<file path="src/rtl/simon_pkg.sv">
// Simon 32/64 shared constants, FSM state type and the key-schedule mix.
// Imported by key_step, key_gen_rev and key_gen.
package simon_pkg;

  localparam int N      = 16;
  localparam int M      = 4;
  localparam int ROUNDS = 32;

  localparam logic [N-1:0] C = 16'hFFFC;

  // MSB holds z[0]
  localparam logic [61:0] Z0 =
    62'b11111010001001010110000111001101111101000100101011000011100110;

  typedef enum logic [1:0] {
    IDLE,
    FWD,
    EMIT,
    DONE
  } state_t;

  typedef enum logic {
    DIR_FWD,
    DIR_REV
  } dir_t;

  function automatic logic [N-1:0] simon_mix(
    input logic [N-1:0] a,
    input logic [N-1:0] b
  );
    logic [N-1:0] t;
    t = {a[2:0], a[N-1:3]} ^ b;
    return t ^ {t[0], t[N-1:1]};
  endfunction

  function automatic logic z_bit(input logic [4:0] i);
    logic [5:0] idx;
    idx = 6'd61 - {1'b0, i};
    return Z0[idx];
  endfunction

endpackage

</file>
<file path="src/rtl/key_step.sv">
// One key-schedule step, forward (new k[i+4]) or reverse (old k[i]).
// Ports: w0..w3 window (oldest first), z bit, dir; knew = computed word.
module key_step
  import simon_pkg::*;
(
  input  logic [N-1:0] w0,
  input  logic [N-1:0] w1,
  input  logic [N-1:0] w2,
  input  logic [N-1:0] w3,
  input  logic         z,
  input  dir_t         dir,
  output logic [N-1:0] knew
);

  logic [N-1:0] zw;

  assign zw = {{(N-1){1'b0}}, z};

  always_comb begin
    knew = '0;
    unique case (dir)
      DIR_FWD: knew = w0 ^ C ^ zw ^ simon_mix(w3, w1);
      DIR_REV: knew = w3 ^ C ^ zw ^ simon_mix(w2, w0);
      default: knew = '0;
    endcase
  end

endmodule

</file>
<file path="src/rtl/key_gen_rev.sv">
// Simon 32/64 reverse-order round-key generator: runs k0..k31 forward,
// then emits k31..k0 on ready/key_valid handshakes.
// Ports: clk, reset (async, active-low), start, key[63:0], ready;
// round_key, round_idx, key_valid, busy, done.
module key_gen_rev
  import simon_pkg::*;
(
  input  logic         clk,
  input  logic         reset,
  input  logic         start,
  input  logic [63:0]  key,
  input  logic         ready,
  output logic [N-1:0] round_key,
  output logic [4:0]   round_idx,
  output logic         key_valid,
  output logic         busy,
  output logic         done
);

  state_t       state, state_n;
  logic [N-1:0] w0, w1, w2, w3;
  logic [N-1:0] w0_n, w1_n, w2_n, w3_n;
  logic [4:0]   cnt, cnt_n;
  logic [4:0]   zi;
  dir_t         dir;
  logic [N-1:0] knew;

  // reverse step at index cnt recovers k[cnt-4]
  assign zi  = (state == FWD) ? cnt : cnt - 5'd4;
  assign dir = (state == FWD) ? DIR_FWD : DIR_REV;

  key_step u_step (
    .w0   (w0),
    .w1   (w1),
    .w2   (w2),
    .w3   (w3),
    .z    (z_bit(zi)),
    .dir  (dir),
    .knew (knew)
  );

  always_comb begin
    state_n = state;
    w0_n    = w0;
    w1_n    = w1;
    w2_n    = w2;
    w3_n    = w3;
    cnt_n   = cnt;
    unique case (state)
      IDLE, DONE: begin
        if (start) begin
          w0_n    = key[15:0];
          w1_n    = key[31:16];
          w2_n    = key[47:32];
          w3_n    = key[63:48];
          cnt_n   = '0;
          state_n = FWD;
        end
      end
      FWD: begin
        w0_n  = w1;
        w1_n  = w2;
        w2_n  = w3;
        w3_n  = knew;
        cnt_n = cnt + 5'd1;
        if (cnt == 5'd27) begin
          cnt_n   = 5'd31;
          state_n = EMIT;
        end
      end
      EMIT: begin
        if (ready) begin
          if (cnt == 5'd0) begin
            state_n = DONE;
          end else begin
            // below idx 4 the older keys are already in the window
            w0_n  = (cnt >= 5'd4) ? knew : '0;
            w1_n  = w0;
            w2_n  = w1;
            w3_n  = w2;
            cnt_n = cnt - 5'd1;
          end
        end
      end
      default: state_n = IDLE;
    endcase
  end

  always_ff @(posedge clk or negedge reset) begin
    if (!reset) begin
      state <= IDLE;
      w0    <= '0;
      w1    <= '0;
      w2    <= '0;
      w3    <= '0;
      cnt   <= '0;
    end else begin
      state <= state_n;
      w0    <= w0_n;
      w1    <= w1_n;
      w2    <= w2_n;
      w3    <= w3_n;
      cnt   <= cnt_n;
    end
  end

  assign round_key = w3;
  assign round_idx = cnt;
  assign key_valid = (state == EMIT);
  assign busy      = (state == FWD) || (state == EMIT);
  assign done      = (state == DONE);

endmodule

</file>
<file path="config.mk">
export PLATFORM = sky130hd
export DESIGN_NAME = key_gen_rev
export DESIGN_NICKNAME = d
export VERILOG_FILES = /design/src/rtl/simon_pkg.sv /design/src/rtl/key_step.sv /design/src/rtl/key_gen_rev.sv
export SDC_FILE = /design/constraint.sdc
export NUM_CORES = 1
export LEC_CHECK = 0
export ABC_AREA = 1
export CAP_MARGIN = 20
export CORE_ASPECT_RATIO = 0.9
export CORE_MARGIN = 4
export CORE_UTILIZATION = 45
export CTS_CLUSTER_DIAMETER = 150
export DETAILED_ROUTE_END_ITERATION = 12
export GPL_TIMING_DRIVEN = 0
export PLACE_DENSITY = 0.74
export SLEW_MARGIN = 20
export SYNTH_ARGS = -nofsm -noshare
export SYNTH_HDL_FRONTEND = slang
export SYNTH_SLANG_ARGS = --single-unit
</file>
<file path="constraint.sdc">
create_clock -name clk -period 3.7 [get_ports clk]
set_input_delay 0.555 -clock clk [delete_from_list [all_inputs] [get_ports clk]]
set_output_delay 0.555 -clock clk [all_outputs]
set_load 0.01 [all_outputs]
</file>
## Yosys cells after proc, flatten, opt, wreduce, memory -nomap -nowiden

Memories as Yosys holds them, arrays and structs flattened.
Cells that the tools add are included.

| operators by class | value |
|---|---|
| $add $sub $neg | 4 |
| order comparisons | 2 |
| equality and inequality tests | 9 |
| mux-type cells | 31 |
| bitwise operators | 10 |
| reduce and logical (&&, ||, !) cells | 6 |

Operator list:

| operator | count |
|---|---|
| $mux 16 | 13 |
| $pmux 16 s3 | 4 |
| $xor 16x16->16 | 6 |
| $pmux 16 s2 | 1 |
| $xor 16x1->16 | 2 |
| $not 14->14 | 2 |
| $mux 5 | 5 |
| $pmux 5 s3 | 1 |
| $mux 2 | 4 |
| $lt 6x7->1 const B | 1 |
| $ne 2x2->1 const B | 3 |
| $pmux 2 s3 | 1 |
| $sub 6x5->6 const A | 1 |
| $add 5x1->5 const B | 1 |
| $eq 5x5->1 const B | 1 |
| $ge 5x3->1 const B | 1 |
| $logic_not 5->1 | 1 |
| $sub 5x1->5 const B | 1 |
| $sub 5x3->5 const B | 1 |
| $eq 2x2->1 const B | 2 |
| $ne 2x1->1 const B | 2 |
| $reduce_and 4->1 | 1 |
| $reduce_and 3->1 | 1 |
| $eq 2x1->1 const B | 1 |
| 4 further kinds | 5 |

| word-level totals | value |
|---|---|
| register bits after elaboration | 71 |
| memory bits (read-only) | 64 |
| input port bits | 68 |
| output and inout bits | 24 |
| logic and storage cells | 69 |
| memories kept | 1 |

Memories:

| memory | words | width | read ports | clocked after Yosys merged registers in | write ports | line | text |
|---|---|---|---|---|---|---|---|
| (no name shown) | 64 | 1 | 1 | 0 | 0 | simon_pkg.sv:39 | `return Z0[idx];` |

## Depth between registers and ports, before layout

Gate-level depths: netlist of the first run.

| depth | value |
|---|---|
| word-level depth | 12 |
| mapped depth | 23 |
| depth with buffers taken out | 22 |

## Cells and area by module

A second synthesis of the first run with hierarchy kept.

| unflattened totals | value |
|---|---|
| cells, all modules | 1141 |
| area, all modules | 6892.9 sq um |

By module, submodules not included:

| module | times used | cells an instance | area each (sq um) | sequential area each (sq um) |
|---|---|---|---|---|
| key_gen_rev | 1 | 660 | 4974.8 | 1776.7 |
| key_step | 1 | 481 | 1918.1 | 0.0 |

## Worst setup path after synthesis of the first run

Ideal clock, no wire load.

| timing path | value |
|---|---|
| path type | reg-to-reg |
| start | reg state[1] |
| end | reg w0[0] |
| setup time | 0.116 ns |
| data arrival time | 2.241 ns |
| data required time | 3.584 ns |
| slack | 1.343 ns |
| cell stages (with the launch flop) | 23 |
| buffers on the path | 1 |
| clock period less this slack | 2.357 ns |
| cells stage by stage | dfrtp_1 > inv_1 > ha_1 > inv_2 > buf_6 > nand2_1 > nand2_1 > ha_1 > inv_1 > o21ai_0 > nand3_1 > nand2_1 > inv_1 > nand2_1 > nand3_2 > nand2_1 > nand2_1 > nand2_1 > nand2_1 > nand3_1 > nand2_1 > nand2_1 > nand2_1 |

| on the way | value |
|---|---|
| word-level cells in the longest chain between the ends | 12 |
| elaborated cells on any way between the ends | 23 |
| those cells by class | add/sub (1); eq/ne (6); mux (8); bitwise (4); reduce/logical (3); memory (1) |

RTL lines:

| element | line | text |
|---|---|---|
| start, declared | key_gen_rev.sv:20 | `state_t state, state_n;` |
| start signal, assigned | key_gen_rev.sv:98 | `state <= state_n;` |
| $eq 2x1->1 | key_gen_rev.sv:29, key_gen_rev.sv:30, key_gen_rev.sv:49 |  |
| $mux 5 | key_gen_rev.sv:29 | `assign zi = (state == FWD) ? cnt : cnt - 5'd4;` |
| $sub 6x5->6 | simon_pkg.sv:38 | `idx = 6'd61 - {1'b0, i};` |
| $mem_v2 64x1 | n/a |  |
| $mux 1 (implied by the code) | simon_pkg.sv:39 |  |
| $xor 16x1->16, on equally long branches | key_step.sv:23, key_step.sv:22 |  |
| $xor 16x16->16, on equally long branches | key_step.sv:23, key_step.sv:22 |  |
| $pmux 16 s2 | key_step.sv:21 | `unique case (dir)` |
| $mux 16 | key_gen_rev.sv:77 | `w0_n = (cnt >= 5'd4) ? knew : '0;` |
| $mux 16 | key_gen_rev.sv:73 | `if (cnt == 5'd0) begin` |
| $mux 16 | key_gen_rev.sv:72 | `if (ready) begin` |
| $pmux 16 s3 | key_gen_rev.sv:49 | `unique case (state)` |
| end signal, assigned | key_gen_rev.sv:99 | `w0 <= w0_n;` |
| end, declared | key_gen_rev.sv:21 | `logic [N-1:0] w0, w1, w2, w3;` |

Several ways; a longest one is shown, not always the timed one. The select of a mux whose other input is x is not followed.
A chain may end at the register's enable or synchronous reset.

## Final worst setup path of the first run

| timing path | value |
|---|---|
| start | reg state[0] |
| end | out busy |

| on the way | value |
|---|---|
| word-level cells in the longest chain between the ends | 2 |
| elaborated cells on any way between the ends | 3 |
| those cells by class | eq/ne (2); reduce/logical (1) |

RTL lines:

| element | line | text |
|---|---|---|
| $eq 2x1->1 or $eq 2x2->1 (tied branches) | key_gen_rev.sv:110 | `assign busy = (state == FWD) \|\| (state == EMIT);` |
| $logic_or 1x1->1 * | key_gen_rev.sv:110 |  |
| end, declared | key_gen_rev.sv:16 | `output logic busy,` |

Every way passes the cells marked *; elsewhere a longest branch is shown, timed or not.

==> impl_metrics.env, run 1 <==
export IMPL_crit_path_end_kind="primary output"
export IMPL_synth_edff_count=0
export IMPL_required_ps=3140
export IMPL_port_buffer_count=91
export IMPL_setup_viol=0
export IMPL_setup_slack_ps=587
export IMPL_slew_violations=0
export IMPL_nFillCells=1104
export IMPL_seq_area_frac_synth_pct=32.6
export IMPL_skew_ps=6.88
export IMPL_rsz0062_at_grt="no"
export IMPL_ys_seq_elements=71
export IMPL_nets=937
export IMPL_firstDrtPassIters=6
export IMPL_routed_wl_mm=20.7
export IMPL_ys_warnings_count=0
export IMPL_die_h_um=112
export IMPL_cts_setup_buffers=0
export IMPL_dp_hpwl_mm=15.3
export IMPL_crit_arrival_ps=2560
export IMPL_ioPinCount=92
export IMPL_crit_type="flip-flop to primary output"
export IMPL_dr_total_vias=6041
export IMPL_cts_resized=0
export IMPL_root_buffer="clkbuf_16"
export IMPL_period_needed_ps=3110
export IMPL_cap_violations=0
export IMPL_grt_pass1_wl_mm=32.2
export IMPL_ff_latch_area_sq_mm=0.00178
export IMPL_grt_max_degree=44
export IMPL_diodes=0
export IMPL_slew_headroom_pct=38.2
export IMPL_h_tree_depth=3
export IMPL_syn2layout_area_growth_pct=26.0
export IMPL_die_area_sq_mm=0.0139
export IMPL_crit_path_start_kind="flip-flop"
export IMPL_synth_area_sq_mm=0.00545
export IMPL_track_usage_pct=30.1
export IMPL_drive_above_1_share_pct=4.88
export IMPL_pre_cts_slack_ps=947
export IMPL_place_congestion=0.982
export IMPL_fp_coreArea_sq_mm=0.0116
export IMPL_drc=0
export IMPL_fin_crit_sh_pct=84.1
export IMPL_cts_buffer_depth=2
export IMPL_synthDistinctLibCells=31
export IMPL_async_flop_share_pct=100
export IMPL_hold_buffers=0
export IMPL_status="finished, final reports clean"
export IMPL_max_slew_worst_pin_slew_ps=923
export IMPL_drt_initial_drc_count=721
export IMPL_fp_dieW_um=124
export IMPL_synthesis_nets=834
export IMPL_grt_pass1_vias=5913
export IMPL_hold_viol=0
export IMPL_antenna_found_initial=0
export IMPL_cts_tree="done"
export IMPL_grt_overflow_total=0
export IMPL_stdcell_area_sq_mm=0.00686
export IMPL_dpl_cell_area_sq_mm=0.00658
export IMPL_clock_latency_ps=340
export IMPL_vias_per_cell=5.95
export IMPL_clk_pin_slew_ps=60
export IMPL_wl_per_cell_um=20.4
export IMPL_initial_core_util_pct=46.9
export IMPL_fmaxAchievable_ghz=0.321
export IMPL_cts_sinks=71
export IMPL_num_rows=37
export IMPL_cts_made_buffers=9
export IMPL_synth_cells=752
export IMPL_multi_input_area_sq_mm=0.00320
export IMPL_crit_fanout=10
export IMPL_synth_main_ff_cell="dfrtp_1"
export IMPL_syn_area_per_cell_sq_um=7.24
export IMPL_ant_nets=0
export IMPL_hold_path_class="input pin to async pin"
worst max-delay path, cell delays in order, from the launching register on:
cell and delay (ps):
dfrtp_1 410, inv_1 60, ha_1 280, buf_2 160, inv_2 160, clkbuf_1 480
clkdlybuf4s50_1 650
cells by family after synthesis:
family | count (synthesis) | synth area share [%]
AOI/OAI and AO/OA | 241 | 26.0
xor gates and xnor gates | 78 | 12.5
adders and majority gates | 14 | 3.22
buffers and inverters | 120 | 8.66
DFF | 71 | 32.6
and+or+nand+nor | 228 | 17.0
per-stage QoR:
| step | util, % | cells | hold slack, ps | setup TNS (ps) |
|---|---|---|---|---|
| 2_1_floorplan | - | 752 | 259 | 0 |
| 3_3_place_gp | 56.4 | 999 | 535 | -35440 |
| 3_5_place_dp | 56.6 | 1000 | 514 | 0 |
| 4_1_cts | 59.1 | 1016 | 158 | 0 |
| 5_1_grt | 59.1 | 1016 | 179 | 0 |
| 6_report | 59.1 | 1016 | 144 | 0 |
registers in the layout, summed over array words and instances (netlist names):
signal	count
round_key	16
state	2
w2	16
round_idx	5
w1	16
w0	16
Yosys cell counts (all sizes together), types with 31 or more instances:
library cell	instances	share of area [%]
nor2	45	3.1
clkbuf	31	2.1
a31oi	33	3.8
xnor2	40	6.4
xor2	38	6.1
nand2	148	10
a21oi	35	3.2
o22ai	35	4.0
o21ai	89	8.2
dfrtp	71	33
inv	76	5.2
final cells by class:
class                           instances  area share (%)
Buffer                                 44            2.72
Multi-Input combinational cell        561            46.6
Clock inverter                          5           0.474
Clock buffer                           11            3.68
Timing Repair Buffer                   92            13.6
Tap cell                              156            2.84
Sequential cell                        71            25.9
Inverter                               76            4.16
worst paths after layout:
check	slack, ps	depth (start not counted)	to	start
worst max register to register	890	19	round_key[0]	state[1]
min in group clk	580	2	state[1]	state[1]
worst min-delay path	140	1	w0[7]	reset
worst min register to register	580	2	state[1]	state[1]
max in group asynchronous	2990	2	w0[12]	reset
worst max-delay path	590	6	busy	state[0]
layout by cell type (no fill, tap or decap), drive strengths merged, types with 14 or more instances in the layout:
| cell | count |
|---|---|
| nand3 | 30 |
| ha | 14 |
| inv | 76 |
| o211ai | 30 |
| buf | 15 |
| o21ai | 89 |
| xnor2 | 40 |
| a31oi | 33 |
| a21boi | 15 |
| dfrtp | 71 |
| a21oi | 35 |
| nand2 | 148 |
| o22ai | 35 |
| clkbuf | 42 |
| nor2 | 45 |
| xor2 | 38 |
| clkdlybuf4s50 | 90 |
metal layers:
layer	routed length [um]	vias to the layer above	GRT usage, %
met2	8620	395	41.9
met5	0	-	0
met3	2560	65	7.86
met4	656	0	10.6
li1	-	2754	-
met1	8880	2827	44.9
Power of run 1 is left out: the tool's default activity adds up to more than one toggle a clock period on the data nets, which glitch-free logic cannot reach.
==> run 2, diff against run 1 <==
clock period = 3.16 ns   (was 3.7 ns; I/O delays follow)
==> run 2 against run 1 <==
  * First-iteration DRC count increased by 0.14%
  * Clock skew about the same
  * Via count decreased by 0.76%
  * Register-to-register slack got worse by 480 ps
  * Global-route usage unchanged
  * Worst hold slack got worse by 78 ps
  * Critical path depth unchanged
  * Routed wire length decreased by 0.11%
==> impl_metrics.env, run 2 (synthesized netlist as in run 1, its figures left out) <==
export IMPL_syn2layout_area_growth_pct=26.0
export IMPL_cp_slowest_cell="clkdlybuf4s50_1"
export IMPL_rsz0062_at_grt="no"
export IMPL_nets=937
export IMPL_setup_tns_ps=0
export IMPL_setup_worst_path_start="state[0]"
export IMPL_nFillCells=1103
export IMPL_holdWs_ps=66.7
export IMPL_setup_viol=0
export IMPL_most_common_layout_cells="nand2_1 (146), clkdlybuf4s50_1 (90), o21ai_0 (86)"
export IMPL_dp_hpwl_mm=15.3
export IMPL_cap_violations=0
export IMPL_diodes=0
export IMPL_dp_cells=1000
export IMPL_grt_max_degree=44
export IMPL_slew_headroom_pct=37.8
export IMPL_pre_cts_slack_ps=407
export IMPL_cpPeakStageDelay_ps=650
export IMPL_hold_viol=0
export IMPL_h_tree_depth=3
export IMPL_track_usage_pct=30.1
export IMPL_routed_wl_mm=20.7
export IMPL_firstDrtPassIters=5
export IMPL_antenna_found_initial=0
export IMPL_fin_crit_sh_pct=95.2
export IMPL_crit_path_start_kind="flip-flop"
export IMPL_port_buffer_count=91
export IMPL_cts_setup_buffers=0
export IMPL_layout_cells_non_filler=1016
export IMPL_layout_commonest_cell="nand2_1"
export IMPL_max_slew_worst_pin_slew_ps=929
export IMPL_cts_tree="done"
export IMPL_period_needed_ps=3010
export IMPL_clk_pin_slew_ps=60
export IMPL_crit_path_end_kind="primary output"
export IMPL_setup_slack_ps=153
export IMPL_drt_initial_drc_count=722
export IMPL_fp_coreArea_sq_mm=0.0116
export IMPL_crit_chain="inv_1 -> ha_1 -> buf_2 -> inv_2 -> clkbuf_1 -> clkdlybuf4s50_1"
export IMPL_crit_fanout=10
export IMPL_grt_pass1_wl_mm=32.2
export IMPL_vias_per_cell=5.90
export IMPL_die_h_um=112
export IMPL_ant_nets=0
export IMPL_crit_type="flip-flop to primary output"
export IMPL_drive_above_1_share_pct=5.00
export IMPL_ioPinCount=92
export IMPL_grt_overflow_total=0
export IMPL_cp_top_family="buffers and inverters"
export IMPL_initial_core_util_pct=46.9
export IMPL_crit_arrival_ps=2530
export IMPL_required_ps=2690
export IMPL_hold_path_class="input pin to async pin"
export IMPL_status="finished, final reports clean"
export IMPL_worst_path_buf_inv=5
export IMPL_cts_sinks=71
export IMPL_dr_total_vias=5995
export IMPL_root_buffer="clkbuf_16"
export IMPL_wl_per_cell_um=20.4
export IMPL_fmaxAchievable_ghz=0.333
export IMPL_slew_violations=0
export IMPL_die_area_sq_mm=0.0139
export IMPL_drc=0
export IMPL_clock_latency_ps=340
export IMPL_cts_buffer_depth=2
export IMPL_cts_made_buffers=9
export IMPL_grt_pass1_vias=5913
export IMPL_place_congestion=0.982
export IMPL_skew_ps=7.26
export IMPL_fp_dieW_um=124
export IMPL_num_rows=37
export IMPL_r2r_start="state[0]"
==> run 2: cell counts in the layout (fill, tap and decap cells not counted) <==
No cell type changed its count.
==> run 2: path summary, 6_finish.rpt <==
| path | to | cells after the start | slack (ps) |
|---|---|---|---|
| hold / removal | w0[7] | 1 | 70 |
| hold reg to reg | state[1] | 2 | 590 |
| min in group clk | state[1] | 2 | 590 |
| setup reg to reg | round_idx[4] | 9 | 410 |
| max in group asynchronous | w0[12] | 2 | 2530 |
| setup / recovery | busy | 6 | 150 |
==> run 2: per-stage QoR <==
step                      util, %  area [sq um]
after floorplan                 -          5450
final                        59.1          6870
after global placement       56.4          6550
after CTS                    59.1          6860
after detailed placement     56.6          6580
after global routing         59.1          6870
==> run 2: layout make-up <==
| type | instances | area (sq um) | share of cell area (%) |
|---|---|---|---|
| clock inverters | 5 | 32.5 | 0.474 |
| flip-flops and latches | 71 | 1780 | 25.9 |
| inverters | 76 | 285 | 4.15 |
| multi-input cells | 561 | 3200 | 46.6 |
| clock buffers | 11 | 253 | 3.68 |
| repair buffers | 92 | 936 | 13.6 |
| plain buffers | 44 | 186 | 2.72 |
| well taps | 156 | 195 | 2.84 |
==> run 2: metal layers <==
metal	up-vias	global-route usage, %	wire length [um]
li1	2762	-	-
met1	2779	44.9	8760
met2	395	41.9	8610
met3	59	7.86	2700
met4	0	10.6	622
met5	-	0	0
==> run 2: timing repair <==
action | 4_1_cts | 5_1_grt
hold endpoints to repair | 0 | 0
resized for setup | 0 | 1
setup endpoints to repair | 0 | 1
hold buffers | 0 | 0
Power of run 2 is left out for the same reason.
==> run 3, diff against run 2 <==
PLACE_DENSITY = 0.79   (was 0.74)
==> run 3 against run 2 <==
  * Routed wire length fell by 6.4%
  * Worst setup slack improved by 24 ps
  * Critical path depth did not move
  * Register-to-register slack gained 20 ps
  * Maximum frequency is 0.82% higher
  * Count of clock-buffer cells in the layout down 2
  * Via count decreased by 0.82%
  * Cell count is the same
==> impl_metrics.env, run 3 (synthesized netlist as in run 1, its figures left out) <==
export IMPL_crit_arrival_ps=2510
export IMPL_cts_sinks=71
export IMPL_most_common_layout_cells="nand2_1 (146), clkdlybuf4s50_1 (90), o21ai_0 (86)"
export IMPL_setup_viol=0
export IMPL_routed_wl_mm=19.4
export IMPL_pre_cts_slack_ps=460
export IMPL_layout_commonest_cell="nand2_1"
export IMPL_cts_buffer_depth=2
export IMPL_crit_path_start_kind="flip-flop"
export IMPL_track_usage_pct=27.5
export IMPL_rsz0062_at_grt="no"
export IMPL_crit_path_end_kind="primary output"
export IMPL_grt_pass1_vias=5562
export IMPL_antenna_found_initial=0
export IMPL_cp_endpoint="busy"
export IMPL_initial_core_util_pct=46.9
export IMPL_clk_pin_slew_ps=60
export IMPL_h_tree_depth=3
export IMPL_cpPeakStageDelay_ps=640
export IMPL_dr_total_vias=5946
export IMPL_setup_worst_path_start="state[0]"
export IMPL_setup_slack_ps=177
export IMPL_crit_type="flip-flop to primary output"
export IMPL_cp_top_family="buffers and inverters"
export IMPL_fp_coreArea_sq_mm=0.0116
export IMPL_fin_crit_sh_pct=94.4
export IMPL_fmaxAchievable_ghz=0.335
export IMPL_grt_overflow_total=0
export IMPL_diodes=0
export IMPL_r2r_setup_slack_ps=430
export IMPL_nets=937
export IMPL_slew_violations=0
export IMPL_ant_nets=0
export IMPL_vias_per_cell=5.85
export IMPL_hold_path_class="input pin to async pin"
export IMPL_r2r_start="state[1]"
export IMPL_grt_max_degree=54
export IMPL_die_area_sq_mm=0.0139
export IMPL_skew_ps=4.79
export IMPL_cts_resized=0
export IMPL_required_ps=2690
export IMPL_hold_viol=0
export IMPL_cts_setup_buffers=0
export IMPL_syn2layout_area_growth_pct=26.5
export IMPL_grt_pass1_wl_mm=29.6
export IMPL_die_h_um=112
export IMPL_drc=0
export IMPL_port_buffer_count=91
export IMPL_hold_buffers=0
export IMPL_period_needed_ps=2980
export IMPL_slew_headroom_pct=41.9
export IMPL_cts_made_buffers=9
export IMPL_ioPinCount=92
export IMPL_status="finished, final reports clean"
export IMPL_firstDrtPassIters=5
export IMPL_crit_fanout=10
export IMPL_fp_dieW_um=124
export IMPL_cp_slowest_cell="clkdlybuf4s50_1"
export IMPL_cts_tree="done"
export IMPL_root_buffer="clkbuf_16"
export IMPL_drt_initial_drc_count=727
export IMPL_drive_above_1_share_pct=4.88
export IMPL_place_congestion=1.00
export IMPL_wl_per_cell_um=19.1
export IMPL_r2r_cells=22
export IMPL_rr_endpoint="w0[0]"
export IMPL_worst_path_buf_inv=5
export IMPL_cap_violations=0
export IMPL_crit_chain="inv_1 -> ha_1 -> buf_2 -> inv_2 -> clkbuf_1 -> clkdlybuf4s50_1"
export IMPL_num_rows=37
export IMPL_max_slew_worst_pin_slew_ps=868
export IMPL_crit_cells=6
export IMPL_dp_hpwl_mm=14.3
export IMPL_clock_latency_ps=340
-- run 3: cell count changes in the layout (fill, tap and decap cells not counted) --
cell / before / now
bufinv_16: 0 / 2
clkbuf_8: 2 / 0
clkinv_2: 2 / 4
clkinvlp_4: 3 / 1
ha_1: 13 / 14
ha_2: 1 / 0
-- run 3: stage by stage --
stage	hold slack, ps	util [%]	instance area (sq um)	std cells	TNS [ps]
2_1_floorplan	178	-	5450	752	0
3_3_place_gp	531	56.4	6550	999	-64720
3_5_place_dp	371	56.6	6580	1000	0
4_1_cts	10.8	59.3	6890	1016	0
5_1_grt	28.3	59.3	6890	1016	0
6_report	6.15	59.3	6890	1016	0
-- run 3: cell type report --
cell class              count  area [sq um]
fillers                  1035          4730
multi-input cells         561          3200
flip-flops and latches     71          1780
repair buffers             92           936
inverters                  76           285
clock buffers               9           225
well taps                 156           195
plain buffers              44           186
clock inverters             7          87.6
-- run 3: layer usage --
layer	vias up	GRT usage (%)	share of wire [%]
li1	2750	-	-
met3	58	7.25	14
met4	0	10.4	3.1
met1	2708	39.2	41
met5	-	0	0
met2	430	39.8	42
-- run 3: worst min-delay path by stage --
| stage | start | endpoint | slack [ps] | depth (start not counted) |
|---|---|---|---|---|
| 3_5_place_dp | reset | round_key[6] | 370 | 1 |
| 6_report | reset | round_key[6] | 6 | 1 |
| 3_3_place_gp | state[1] | state[1] | 530 | 2 |
| 2_1_floorplan | reset | round_idx[0] | 180 | 0 |
| 5_1_grt | reset | w0[2] | 30 | 1 |
| 4_1_cts | reset | round_key[6] | 10 | 1 |
Power of run 3 is left out for the same reason.
